===== src/rtl/cpu_types_pkg.sv =====
// cpu_types_pkg: shared CPU/memory types.
//   word_t      - 32-bit machine word used for addresses and data.
//   ramstate_t  - status reported by the RAM model each cycle.
//   arb_state_t - ram_arbiter FSM state.
//   arb_gnt_t   - granted requester: CPU id plus instruction/data select.
package cpu_types_pkg;

  typedef logic [31:0] word_t;

  typedef enum logic [1:0] {
    FREE,
    BUSY,
    ACCESS,
    ERROR
  } ramstate_t;

  typedef enum logic {
    IDLE,
    XFER
  } arb_state_t;

  typedef struct packed {
    logic cpu;
    logic isdata;
  } arb_gnt_t;

endpackage


===== src/rtl/rr_pick.sv =====
// rr_pick: combinational requester picker for ram_arbiter.
// Ports:
//   dreq_i     - per-CPU data request (dREN | dWEN).
//   ireq_i     - per-CPU instruction request.
//   last_cpu_i - CPU served by the most recent completed transfer.
//   gnt_o      - chosen requester (valid only when valid_o is high).
//   valid_o    - at least one requester is asserting.
// Data beats instruction within a CPU; across CPUs the one that was not
// served last wins a tie.
module rr_pick
  import cpu_types_pkg::*;
(
  input  logic [1:0] dreq_i,
  input  logic [1:0] ireq_i,
  input  logic       last_cpu_i,
  output arb_gnt_t   gnt_o,
  output logic       valid_o
);

  logic [1:0] cpu_req;
  logic       win_cpu;

  always_comb begin
    cpu_req = dreq_i | ireq_i;
    valid_o = |cpu_req;
    if (&cpu_req) begin
      win_cpu = ~last_cpu_i;
    end else begin
      // Only one CPU (or none) requests; CPU1 iff its bit is set.
      win_cpu = cpu_req[1];
    end
    gnt_o.cpu    = win_cpu;
    gnt_o.isdata = dreq_i[win_cpu];
  end

endmodule


===== src/rtl/ram_arbiter.sv =====
// ram_arbiter: arbitrates the two CPUs' instruction and data cache ports
// onto the single shared RAM port.
// Ports:
//   CLK, RST             - clock, synchronous active-high reset.
//   iREN, iaddr          - per-CPU instruction read request and address.
//   dREN, dWEN           - per-CPU data read / write request.
//   daddr, dstore        - per-CPU data address and write value.
//   iwait, dwait         - per-CPU stalls; low only in the completing cycle.
//   iload, dload         - read data back to the caches (copies of ramload).
//   ramREN, ramWEN       - RAM strobes.
//   ramaddr, ramstore    - RAM address and write data.
//   ramload, ramstate    - RAM read data and status.
//   gnt_cnt              - saturating count of completed transfers per CPU.
// A grant is latched in IDLE; in XFER the RAM port is driven straight from
// the granted requester's live inputs until the RAM reports ACCESS. Every
// completion is followed by one IDLE cycle for rearbitration.
module ram_arbiter
  import cpu_types_pkg::*;
#(
  parameter int unsigned CNT_W = 16
) (
  input  logic                  CLK,
  input  logic                  RST,
  input  logic [1:0]            iREN,
  input  word_t [1:0]           iaddr,
  input  logic [1:0]            dREN,
  input  logic [1:0]            dWEN,
  input  word_t [1:0]           daddr,
  input  word_t [1:0]           dstore,
  output logic [1:0]            iwait,
  output logic [1:0]            dwait,
  output word_t [1:0]           iload,
  output word_t [1:0]           dload,
  output logic                  ramREN,
  output logic                  ramWEN,
  output word_t                 ramaddr,
  output word_t                 ramstore,
  input  word_t                 ramload,
  input  ramstate_t             ramstate,
  output logic [1:0][CNT_W-1:0] gnt_cnt
);

  arb_state_t            state_q;
  arb_gnt_t              gnt_q;
  logic                  last_cpu_q;
  logic [1:0][CNT_W-1:0] cnt_q;

  logic [1:0] dreq;
  arb_gnt_t   pick_gnt;
  logic       pick_valid;
  logic       gnt_req;
  logic       xfer_act;
  logic       done;

  assign dreq = dREN | dWEN;

  rr_pick u_rr_pick (
    .dreq_i    (dreq),
    .ireq_i    (iREN),
    .last_cpu_i(last_cpu_q),
    .gnt_o     (pick_gnt),
    .valid_o   (pick_valid)
  );

  // Granted requester still asserting its live request.
  always_comb begin
    if (gnt_q.isdata) begin
      gnt_req = dreq[gnt_q.cpu];
    end else begin
      gnt_req = iREN[gnt_q.cpu];
    end
  end

  // RST gates the port combinationally so a reset mid-transfer drops the
  // strobes in the very cycle it is asserted.
  assign xfer_act = (state_q == XFER) && gnt_req && !RST;
  assign done     = xfer_act && (ramstate == ACCESS);

  // RAM port mux and wait release.
  always_comb begin
    ramREN   = 1'b0;
    ramWEN   = 1'b0;
    ramaddr  = '0;
    ramstore = '0;
    iwait    = 2'b11;
    dwait    = 2'b11;
    if (xfer_act) begin
      if (gnt_q.isdata) begin
        // Write wins when both data strobes are high.
        ramWEN   = dWEN[gnt_q.cpu];
        ramREN   = dREN[gnt_q.cpu] & ~dWEN[gnt_q.cpu];
        ramaddr  = daddr[gnt_q.cpu];
        ramstore = dstore[gnt_q.cpu];
        if (done) begin
          dwait[gnt_q.cpu] = 1'b0;
        end
      end else begin
        ramREN  = 1'b1;
        ramaddr = iaddr[gnt_q.cpu];
        if (done) begin
          iwait[gnt_q.cpu] = 1'b0;
        end
      end
    end
  end

  assign iload[0] = ramload;
  assign iload[1] = ramload;
  assign dload[0] = ramload;
  assign dload[1] = ramload;
  assign gnt_cnt  = cnt_q;

  always_ff @(posedge CLK) begin
    if (RST) begin
      state_q    <= IDLE;
      gnt_q      <= '0;
      last_cpu_q <= 1'b1;  // CPU0 wins the first tie
      cnt_q      <= '0;
    end else begin
      case (state_q)
        IDLE: begin
          if (pick_valid) begin
            gnt_q   <= pick_gnt;
            state_q <= XFER;
          end
        end
        XFER: begin
          if (!gnt_req) begin
            // Requester withdrew: abandon without counting.
            state_q <= IDLE;
          end else if (ramstate == ACCESS) begin
            state_q    <= IDLE;
            last_cpu_q <= gnt_q.cpu;
            if (cnt_q[gnt_q.cpu] != {CNT_W{1'b1}}) begin
              cnt_q[gnt_q.cpu] <= cnt_q[gnt_q.cpu] + CNT_W'(1);
            end
          end
        end
        default: state_q <= IDLE;
      endcase
    end
  end

endmodule


===== config.mk =====
export PLATFORM = sky130hd
export DESIGN_NAME = ram_arbiter
export DESIGN_NICKNAME = d
export VERILOG_FILES = /design/src/rtl/cpu_types_pkg.sv /design/src/rtl/rr_pick.sv /design/src/rtl/ram_arbiter.sv
export SDC_FILE = /design/constraint.sdc
export NUM_CORES = 1
export LEC_CHECK = 0
export CORE_AREA = 2 2 179 181
export CTS_CLUSTER_SIZE = 8
export DETAILED_ROUTE_END_ITERATION = 10
export DIE_AREA = 0 0 181 183
export HOLD_SLACK_MARGIN = 0.05
export PLACE_DENSITY = 0.43
export SLEW_MARGIN = 20
export SYNTH_ARGS = -nofsm -noshare
export SYNTH_HDL_FRONTEND = slang
export SYNTH_SLANG_ARGS = --single-unit

===== constraint.sdc =====
create_clock -name CLK -period 7.72 [get_ports CLK]
set_input_delay 1.544 -clock CLK [delete_from_list [all_inputs] [get_ports CLK]]
set_output_delay 1.544 -clock CLK [all_outputs]
set_load 0.02 [all_outputs]

* After elaboration in Yosys (flattened, before gate mapping)
Index checks and enable logic that the tools add are counted.
** Storage, ports and cells
- Flip-flop bits (word level) :: 36
- Output and inout bits :: 230
** Cells by class
- Add/subtract/negate cells :: 1
- $lt $le $gt $ge :: 3
- Eq/ne operators :: 2
- Muxes and demuxes :: 42
- Bitwise operators :: 7
- Reductions and logical operators :: 10
** Operator list (number)
- 2-to-1 mux 32 bit :: 10
- 2-to-1 mux 16 bit :: 3
- bitwise mux 32 bit :: 1
- 2-to-1 mux 1 bit :: 20
- adder 16 x 1 -> 16 bit (second input constant) :: 1
- demux 16 bit (select 1 bit) :: 1
- inequality test 16 bit (second input constant) :: 1
- 2-to-1 mux 2 bit :: 5
- logical AND 1 bit :: 4
- < comparator 1 x 2 -> 1 bit (second input constant) :: 2
- OR 2 bit :: 2
- AND reduction 2 bit :: 2
- AND reduction 4 bit :: 1
- inverter 1 bit :: 3
- AND reduction 3 bit :: 1
- equality test 2 bit (second input constant) :: 1
- inverter 2 bit :: 1
- case mux 1 bit (2 select lines) :: 1
- OR reduction 2 bit :: 1
- bitwise AND 1 bit :: 1
- demux 1 bit (select 1 bit) :: 1
- greater-or-equal comparator 1 bit (second input constant) :: 1
- logical NOT 1 bit :: 1

* Logic depth before layout (Yosys ltp)
Gate-level depths: netlist (run 1).
- Word-level depth :: 10
- Depth in mapped cells :: 15
- Gate-level depth less buffers :: 9

* Hierarchy
A second synthesis (run 1) with hierarchy kept.
** Second synthesis, totals
- Cell total of the unflattened synthesis :: 530
- Area, all modules :: 4500.6 sq um
** Modules (own cells, without submodules)
- ram_arbiter :: instances 1, cells each 523, area each 4453.0 sq um, seq. area each 720.7 sq um
- rr_pick :: instances 1, cells each 7, area each 47.5 sq um, seq. area each 0.0 sq um

* Worst setup path after synthesis (run 1)
OpenSTA, ideal clock, no wires.
- Path kind :: input port to output port
- From :: input port dREN[1]
- To :: output port ramREN
- Data arrival time :: 2.881 ns
- Required time :: 6.176 ns
- Path slack :: 3.295 ns
- Stages on the path :: 7
- Cells stage by stage :: nor3b_1 -> o21ai_1 -> o311ai_1 -> or2_2 -> clkbuf_1 -> clkbuf_1 -> a21oi_1
** Between the ends
- Word-level cells in the longest chain between the ends :: 7
** Ends and longest elaborated chain
- start, declared :: line ram_arbiter.sv:26 : input logic [1:0] dREN,
- OR 2 bit :: line ram_arbiter.sv:55 : assign dreq = dREN | dWEN;
- 2-to-1 mux 1 bit (implied by the code) (2 in a row) :: line ram_arbiter.sv:68 : gnt_req = dreq[gnt_q.cpu];
- 2-to-1 mux 1 bit :: line ram_arbiter.sv:67 : if (gnt_q.isdata) begin
- logical AND 1 bit (2 in a row) :: line ram_arbiter.sv:76 : assign xfer_act = (state_q == XFER) && gnt_req && !RST;
- 2-to-1 mux 1 bit * :: line ram_arbiter.sv:87 : if (xfer_act) begin
- end, declared :: line ram_arbiter.sv:34 : output logic ramREN,
Every way passes the cells marked *; elsewhere a longest branch is shown, timed or not. The select of a mux whose other input is x is not followed.

* Worst setup path after layout (run 1)
- From :: input port dWEN[0]
- To :: output port ramstore[18]
** Between the ends
- Word-level cells in the longest chain between the ends :: 7
** Ends and longest elaborated chain
- start, declared :: line ram_arbiter.sv:27 : input logic [1:0] dWEN,
- OR 2 bit :: line ram_arbiter.sv:55
- 2-to-1 mux 1 bit (implied by the code) (2 in a row) :: line ram_arbiter.sv:68
- 2-to-1 mux 1 bit :: line ram_arbiter.sv:67
- logical AND 1 bit (2 in a row) :: line ram_arbiter.sv:76
- 2-to-1 mux 32 bit :: line ram_arbiter.sv:87
- end, declared :: line ram_arbiter.sv:37 : output word_t ramstore,
Every way passes these cells. The select of a mux whose other input is x is not followed.

==> results.md, run 1 <==
Logic synthesis:
- The synthesis warning total is 0.
- The share of the Yosys chip area taken by registers is around 16%.
- Of the total synthesized cell area, the portion taken by AND, OR, NAND and NOR gates is 19.4%.
- Synthesis inferred 36 register bits.
- The synthesized netlist devotes between 2 and 3% of its cell area to XOR and XNOR gates.
- The adder-cell share of the synthesized area is less than 1%.
- The mean instance size in the synthesized netlist is 8.44 sq um.
- The number of enable flip-flop cells after synthesis is 0.
- After synthesis, the share of flip-flops with an asynchronous set or reset is 0%.
- Measured against the total synthesized area, the mux share comes to 25.2%.
- The synthesized area is roughly 4500 sq um.
- For this run, the leading register cell type out of synthesis is sky130_fd_sc_hd__dfxtp_1.
- The number of nets produced by synthesis is 774.
- Synthesis instantiated 56 different standard cells from the library.
- The compound-cell area share of the yosys netlist is 11.1%.
- By area, the combinational part of the netlist is dominated by buffers and inverters.
- Synthesis produced a netlist whose cell count is 539.

Clocking:
- The buffer count from post-CTS setup fixing is 0.
- The clock tree from TritonCTS is yes.
- In this run the deepest clock path goes through 2 buffers.
- In this run the clock root is driven by a sky130_fd_sc_hd__clkbuf_16.
- Post-CTS repair changed the size of 0 cells.
- Buffers inserted to repair hold after CTS numbered 0.
- The clock reaches the later pin of the worst-skew pair after between 200 and 300 ps.
- The total number of clock tree sinks is 36.
- The number of buffers created by CTS is 5.
- The clock-pin slew of the registers on the worst-case setup and hold paths is about 60 ps.
- The H-tree level count is 2.

Critical path:
- The startpoint of the worst-slack reg-to-reg timing path is gnt_q[1].
- The cell count of the worst reg-to-reg path is 10.
- The critical path ends at ramstore[18].
- STA puts the critical path data required time at 6180 ps.
- The worst setup path is of the primary input to output port kind.
- The endpoint arrival time on the critical path is between 4000 and 5000 ps.
- The worst setup path is captured at an output port.
- The critical path starts at dWEN[0].
- The highest net fanout along the worst path is 33.
- Across all register-to-register paths, the minimum setup slack is roughly 3700 ps.
- STA classifies the critical path startpoint as a primary input.
- In this run the critical register-to-register path is captured at gnt_cnt[27].

Timing:
- Setup repair after global routing left no endpoint under its margin.
- The worst-case clock skew is approximately 4.7 ps.
- The max-slew violation count is 0.
- The relative slew slack is approximately a third.
- The final critical path takes up around 77% of the cycle.
- Summed over all failing endpoints, the final setup total negative slack is 0 ps.
- Setup violations remaining at the end of the flow were counted as 0.
- The total count of hold-check failures in the final report was 0.
- The maximum clock rate is approximately 0.17 GHz.
- The time the final worst path needs with I/O delays and setup is 5910 ps.
- At the pin with the least slew margin, the transition time is ~1000 ps.

Outcome:
- The flow ran to the end, and the final reports show no timing, DRC or antenna violations.

Die:
- From bottom edge to top edge, the die measures 183 um.
- The die is ~180 um wide.
- The effective utilization at floorplan is 14.6%.
- The floorplan has 65 rows.
- The floorplan die area is about 33,000 sq um.
- In this run the count of I/O pins placed on the die edge is roughly 460.
- The placeable core region is about 31,000 sq um.

Detailed routing:
- The final routed DRC violation total is 0.
- The number of vias in the routed layout is roughly 4.4k.
- Dividing the detail-routed wire length by the instance count gives approximately 20 um.
- The first detailed-routing pass ran for 4 iterations.
- The count of nets left with antenna violations once routing finished came out at 0.
- After the first detailed-routing iteration, the DRC count stood at 270.
- Dividing the detail-routed via count by the number of cells gives 4.00.
- The routed wire length is ~22 mm.

GRT:
- The number of antenna violations at the first check in global routing was 1.
- The all-layer global routing usage is between 10% and 20%.
- The residual overflow from global routing is 0.
- The global-route wire length before repair is around 30 mm.
- The via count of the first global-routing pass is 4,636.
- Entering global routing, the biggest net connects 57 pins.

Finish:
- The net count of the finished layout is approximately 930.
- The fraction of final layout cells with drive strength greater than 1 is under 10%.
- For this run, the share of the core covered by cells in the final layout is a little under a quarter.
- Relative to the synthesized area, the layout overhead comes to 57.1%.

Power and ir drop:
- The leakage power summed over all cells is ~2.3 nW.
- Of the total power, the share spent switching nets is about a third.
- The combinational group share of total power is a little over two fifths.
- The worst-case IR drop observed on VDD is between 0.00008 and 0.00009 V.
- The clock network fraction of total power is 28.5%.
- The power spent charging and discharging nets is ~0.23 mW.
- Cell internal power was estimated by the tool at 0.502 mW.
- Per report_power, the sequential group accounts for around 29% of the total.
- For this design the ratio of total power to cell area is roughly 100 nW/um^2.

Placed design:
- The count of buffers added on input and output ports is 303.
- The wire-length estimate of the detail-placed layout is 17.3 mm.
- The placer's final routability congestion estimate is about 0.76.

Min path:
- In this run the most critical hold path is launched from gnt_cnt[16].
- The tightest min-delay check is of the flop to flop type.

Job:
- The tool flagged a number of max-cap violations equal to 0.
## layout make-up
class	instances	area [sq um]
fillers	3459	24100
well taps	402	503
repair buffers	307	3060
multi-input cells	335	2680
inverters	8	30.0
clock buffers	5	125
flip-flops and latches	36	726
diodes	1	2.50
clock inverters	3	18.8
## registers in the layout, indices dropped and copies added, names as in the netlist
signal      cells
gnt_cnt        32
last_cpu_q      1
gnt_q           2
state_q         1
## power groups by stage
| stage | Sequential, mW | Clock (mW) | Combinational (mW) |
|---|---|---|---|
| global route | 0.216 | 0.223 | 0.332 |
| detailed placement | 0.219 | 0 | 0.315 |
| finish | 0.213 | 0.208 | 0.310 |
| floorplan | 0.196 | 0 | 0.254 |
| CTS | 0.215 | 0.215 | 0.318 |
| global placement | 0.219 | 0 | 0.316 |
## kinds of logic after synthesis
logic type      after synthesis
buf+inv                     168
fa+ha+maj                     1
flops                        36
compound gates               72
mux                          74
xor+xnor                     15
simple gates                173
## Yosys cell counts (all sizes together) (7+ instances only)
library cell  number  area share [%]
buf              145              23
xor2              12             2.3
o211ai            10             1.8
o21ai             13             1.6
mux4              32              16
nor2b             35             4.8
nand2             47             3.9
clkbuf            15             1.2
inv                8            0.66
a21oi             22             2.4
dfxtp             36              16
nor3               7            0.77
nor2              51             4.2
mux2i             39             8.6
nand4              7             1.4
## layout by cell type (no fill, tap or decap), types with 3 or more instances in the layout
cell type / synthesis / layout
sky130_fd_sc_hd__mux2_2: 3 / 3
sky130_fd_sc_hd__dfxtp_1: 36 / 34
sky130_fd_sc_hd__mux4_2: 32 / 32
sky130_fd_sc_hd__xor2_1: 12 / 12
sky130_fd_sc_hd__o31ai_1: 4 / 4
sky130_fd_sc_hd__nor2b_1: 35 / 35
sky130_fd_sc_hd__mux2i_1: 39 / 39
sky130_fd_sc_hd__xnor2_1: 3 / 3
sky130_fd_sc_hd__clkbuf_16: 0 / 5
sky130_fd_sc_hd__nand4_1: 5 / 5
sky130_fd_sc_hd__o21ai_1: 3 / 3
sky130_fd_sc_hd__clkdlybuf4s50_1: 0 / 303
sky130_fd_sc_hd__a21oi_1: 22 / 22
sky130_fd_sc_hd__o211ai_1: 9 / 9
sky130_fd_sc_hd__nor3_1: 7 / 7
sky130_fd_sc_hd__nand2_1: 47 / 47
sky130_fd_sc_hd__nor3b_1: 5 / 5
sky130_fd_sc_hd__buf_4: 128 / 4
sky130_fd_sc_hd__nor2_1: 51 / 51
sky130_fd_sc_hd__inv_1: 8 / 8
sky130_fd_sc_hd__o21ai_0: 8 / 8
sky130_fd_sc_hd__nand3_1: 4 / 4
## per-stage QoR
| step | setup WS (ps) | hold WS (ps) | area [sq um] | cells | power (mW) |
|---|---|---|---|---|---|
| global route | 1630 | 525 | 7140 | 1097 | 0.771 |
| floorplan | 3290 | 471 | 4550 | 539 | 0.450 |
| global placement | 1820 | 487 | 7000 | 1088 | 0.535 |
| CTS | 1710 | 497 | 7140 | 1096 | 0.747 |
| detailed placement | 1730 | 484 | 7000 | 1088 | 0.533 |
| finish | 1810 | 493 | 7140 | 1097 | 0.732 |
## worst max-delay path: stages
cell                              delay, ps
sky130_fd_sc_hd__clkdlybuf4s50_1        560
sky130_fd_sc_hd__nor3_1                  70
sky130_fd_sc_hd__o21ai_1                390
sky130_fd_sc_hd__o311ai_1               180
sky130_fd_sc_hd__or3_2                  750
sky130_fd_sc_hd__nor2_1                 220
sky130_fd_sc_hd__clkdlybuf4s50_1        630
## worst min path at each step
stage / end / slack [ps] / depth (start not counted)
2_1_floorplan: last_cpu_q / 470 / 1
3_3_place_gp: gnt_cnt[9] / 490 / 2
3_5_place_dp: gnt_cnt[16] / 480 / 2
4_1_cts: gnt_cnt[0] / 500 / 2
5_1_grt: gnt_cnt[16] / 520 / 2
6_report: gnt_cnt[16] / 490 / 2
## layer usage
metal	up-vias	global-route usage, %	share of wire [%]
li1	2069	-	-
met1	2028	15.1	43
met2	275	20.3	46
met3	19	4.65	9.9
met4	0	2.47	1.5
met5	-	0	0
No activity file was read; power rests on OpenSTA's default activity.
==> inputs of run 2 (changes only) <==
clock period = 6 ns   (was 7.72 ns; I/O delays follow)
==> results.md, run 2 (synthesis results as in run 1) <==
Critical path:
- The slowest stage of the critical path is the sky130_fd_sc_hd__clkdlybuf4s50_1 cell.
- Walking the worst path, the cells encountered are clkdlybuf4s50_1 -> nor3b_1 -> o21ai_1 -> o311ai_1 -> or2_2 -> a21oi_1 -> clkdlybuf4s50_1.
- On the critical path the largest part of the delay comes from buffers and inverters.
- The highest net fanout along the worst path is 34 (+3.0%).
- The class of the most critical setup path is primary input to output port.
- The data required time at the worst endpoint came to 4800 ps (-1380 ps).
- The endpoint arrival time on the critical path was 3740 ps (-630 ps).
- The number of buffers and inverters on the critical path came to 2 (unchanged).
- The worst setup path is launched from a primary input.
- Counting stages on the worst path, the most repeated cell is sky130_fd_sc_hd__clkdlybuf4s50_1.
- The longest individual stage delay on the worst path is 630 ps (-120 ps).
- The worst setup path is captured at an output port.

GRT:
- The all-layer global routing usage was 12.6% (+0.35 points).
- The global-route wire length before repair is 30.9 mm (+1.5%).
- The number of antenna violations at the first check in global routing came to 6 (+5).
- The via count of the first global-routing pass is 4,621 (-0.32%).
- The residual overflow from global routing is 0 (unchanged).
- The largest net degree at the start of global routing was 40 (-30%).

Timing:
- The maximum clock rate is 0.202 GHz.
- The final-layout setup total negative slack is 0 ps (unchanged).
- The time the final worst path needs with I/O delays and setup is around 4900 ps.
- The relative slew slack is 46.5% (+14 points).
- Dividing the final minimum period by the clock period gives 82.4%.
- The worst-margin pin slew is 802 ps (-206 ps).
- Setup repair after global routing left no endpoint under its margin.
- The max-slew violation count is 0 (unchanged).
- The worst-case clock skew was 8.62 ps (+3.90 ps).
- The total count of hold-check failures in the final report came to 0 (unchanged).
- The final count of negative-setup-slack endpoints was 0 (unchanged).

Die:
- The effective utilization at floorplan is 14.6% (unchanged).
- The floorplan die area was 33,100 sq um (unchanged).
- The boundary pin count is 464 (unchanged).
- The floorplan row count is 65 (unchanged).
- The overall die height is 183 um (unchanged).
- The overall die width came to 181 um (unchanged).
- The placeable core region is 31,200 sq um (unchanged).

Clocking:
- The number of hold buffers added after cts is 0 (unchanged).
- The clock tree from TritonCTS is yes.
- The clock-pin slew of the registers on the worst-case setup and hold paths is 60 ps (about the same).
- The buffer count from post-CTS setup fixing is 0 (unchanged).
- The H-tree level count is 2 (unchanged).
- The total number of clock tree sinks is 36 (unchanged).
- The clock insertion delay at the later pin of the skew report is 290 ps (about the same).
- The maximum root-to-sink buffer count is 2 (unchanged).
- The number of buffers created by CTS came to 5 (unchanged).
- The number of resized instances in the post-cts repair step was 0 (unchanged).
- The cell at the root of the clock tree is sky130_fd_sc_hd__clkbuf_16.

Job:
- The number of max-capacitance violations reported is 0 (unchanged).

Power and ir drop:
- The cell internal power dissipation is 0.672 mW (+34%).
- The maximum ir drop on the vdd rail is 0.0000995 V (+15%).
- The combinational group share of total power came to 43.7% (+1.3 points).
- The leakage power summed over all cells was 2.31 nW (+0.81%).
- The power per standard cell area is 135 nW/um^2 (+32%).
- The part of the total power dissipated in sequential elements is 26.5% (-2.7 points).
- The net switching share of the total power is 30.6% (-0.81 points).
- The power spent charging and discharging nets came to 0.297 mW (+29%).
- The clock network fraction of total power is 29.8% (+1.3 points).

Finish:
- The fraction of final layout cells with drive strength greater than 1 came to 9.04% (+0.25 points).
- The library cell used most frequently in the layout, excluding fill and tap cells, is sky130_fd_sc_hd__clkdlybuf4s50_1.
- The number of flip-flops in the largest register was 32 (unchanged).
- The core occupancy in the finished layout is 23.0% (+0.14 points).
- The layout overhead on the synthesized area is 58.1%.
- Leaving out fill and tap cells, the most frequent cells in the layout are sky130_fd_sc_hd__clkdlybuf4s50_1 (303), sky130_fd_sc_hd__nor2_1 (51), sky130_fd_sc_hd__nand2_1 (47).
- The net count of the finished layout is 931 (+0.32%).

Detailed routing:
- The detailed-route vias per instance is 4.00 (about the same).
- The number of DRC markers after the initial detailed-route iteration is 261 (-3.3%).
- The routed wire length is 21.9 mm (+1.8%).
- The first-pass detailed-route iteration total was 4 (unchanged).
- The final routed DRC violation total is 0 (unchanged).
- The mean routed wirelength per cell is 19.9 um (+1.3%).
- The number of vias in the routed layout was 4,412 (+0.48%).
- The residual antenna-violating net count after detailed routing is 0 (unchanged).

Min path:
- The type of the worst min-delay path is flop to flop.

Placed design:
- The placer's final routability congestion estimate is 0.752 (-1.6%).
- The number of port buffers is 303 (unchanged).
- The detailed placer's ending HPWL is 17.8 mm (+2.7%).

Outcome:
- The flow ran to the end, and the final reports show no timing, DRC or antenna violations.
-- run 2: area by class of cell --
cell class | count | area [sq um]
Antenna cell | 3 | 7.51
Tap cell | 402 | 503
Fill cell | 3418 | 24000
Clock inverter | 2 | 12.5
Clock buffer | 6 | 150
Inverter | 8 | 30.0
Multi-Input combinational cell | 335 | 2680
Sequential cell | 36 | 726
Timing Repair Buffer | 310 | 3090
-- run 2: final timing paths --
path | startpoint | end | slack (ps) | depth (start not counted)
worst max register to register | gnt_q[1] | gnt_cnt[26] | 2830 | 7
worst max-delay path | dWEN[1] | ramREN | 1060 | 7
worst min-delay path | gnt_cnt[13] | gnt_cnt[13] | 500 | 2
worst min register to register | gnt_cnt[13] | gnt_cnt[13] | 500 | 2
-- run 2: worst reg2reg max path: stages (launching register included) --
cell                      delay, ps
sky130_fd_sc_hd__dfxtp_4        680
sky130_fd_sc_hd__buf_4          610
sky130_fd_sc_hd__nand3_1        170
sky130_fd_sc_hd__o21ai_1        380
sky130_fd_sc_hd__nand4_4        370
sky130_fd_sc_hd__o21ai_2        600
sky130_fd_sc_hd__o21ai_0        150
sky130_fd_sc_hd__a21oi_1        130
-- run 2: stage by stage --
stage	hold WS (ps)	cells	cell area (sq um)	setup slack, ps	total power [mW]
floorplan	471	539	4550	2260	0.579
global placement	482	1091	7020	1100	0.697
detailed placement	486	1091	7020	1060	0.693
CTS	500	1099	7180	1050	0.999
global route	524	1101	7190	931	1.03
finish	498	1102	7190	1060	0.969
-- run 2: metal layers --
metal / GRT usage, % / share of wire, % / vias up
met3: 5.16 / 11 / 27
li1: - / - / 2075
met1: 15.3 / 40 / 2043
met2: 20.2 / 46 / 263
met4: 3.97 / 2.7 / 4
met5: 0 / 0.11 / -
-- run 2: power by group through the flow --
stage	Clock, mW	Combinational, mW	Sequential, mW
6_report	0.288	0.423	0.257
3_5_place_dp	0	0.430	0.263
2_1_floorplan	0	0.327	0.252
5_1_grt	0.314	0.452	0.259
4_1_cts	0.307	0.433	0.258
3_3_place_gp	0	0.433	0.263
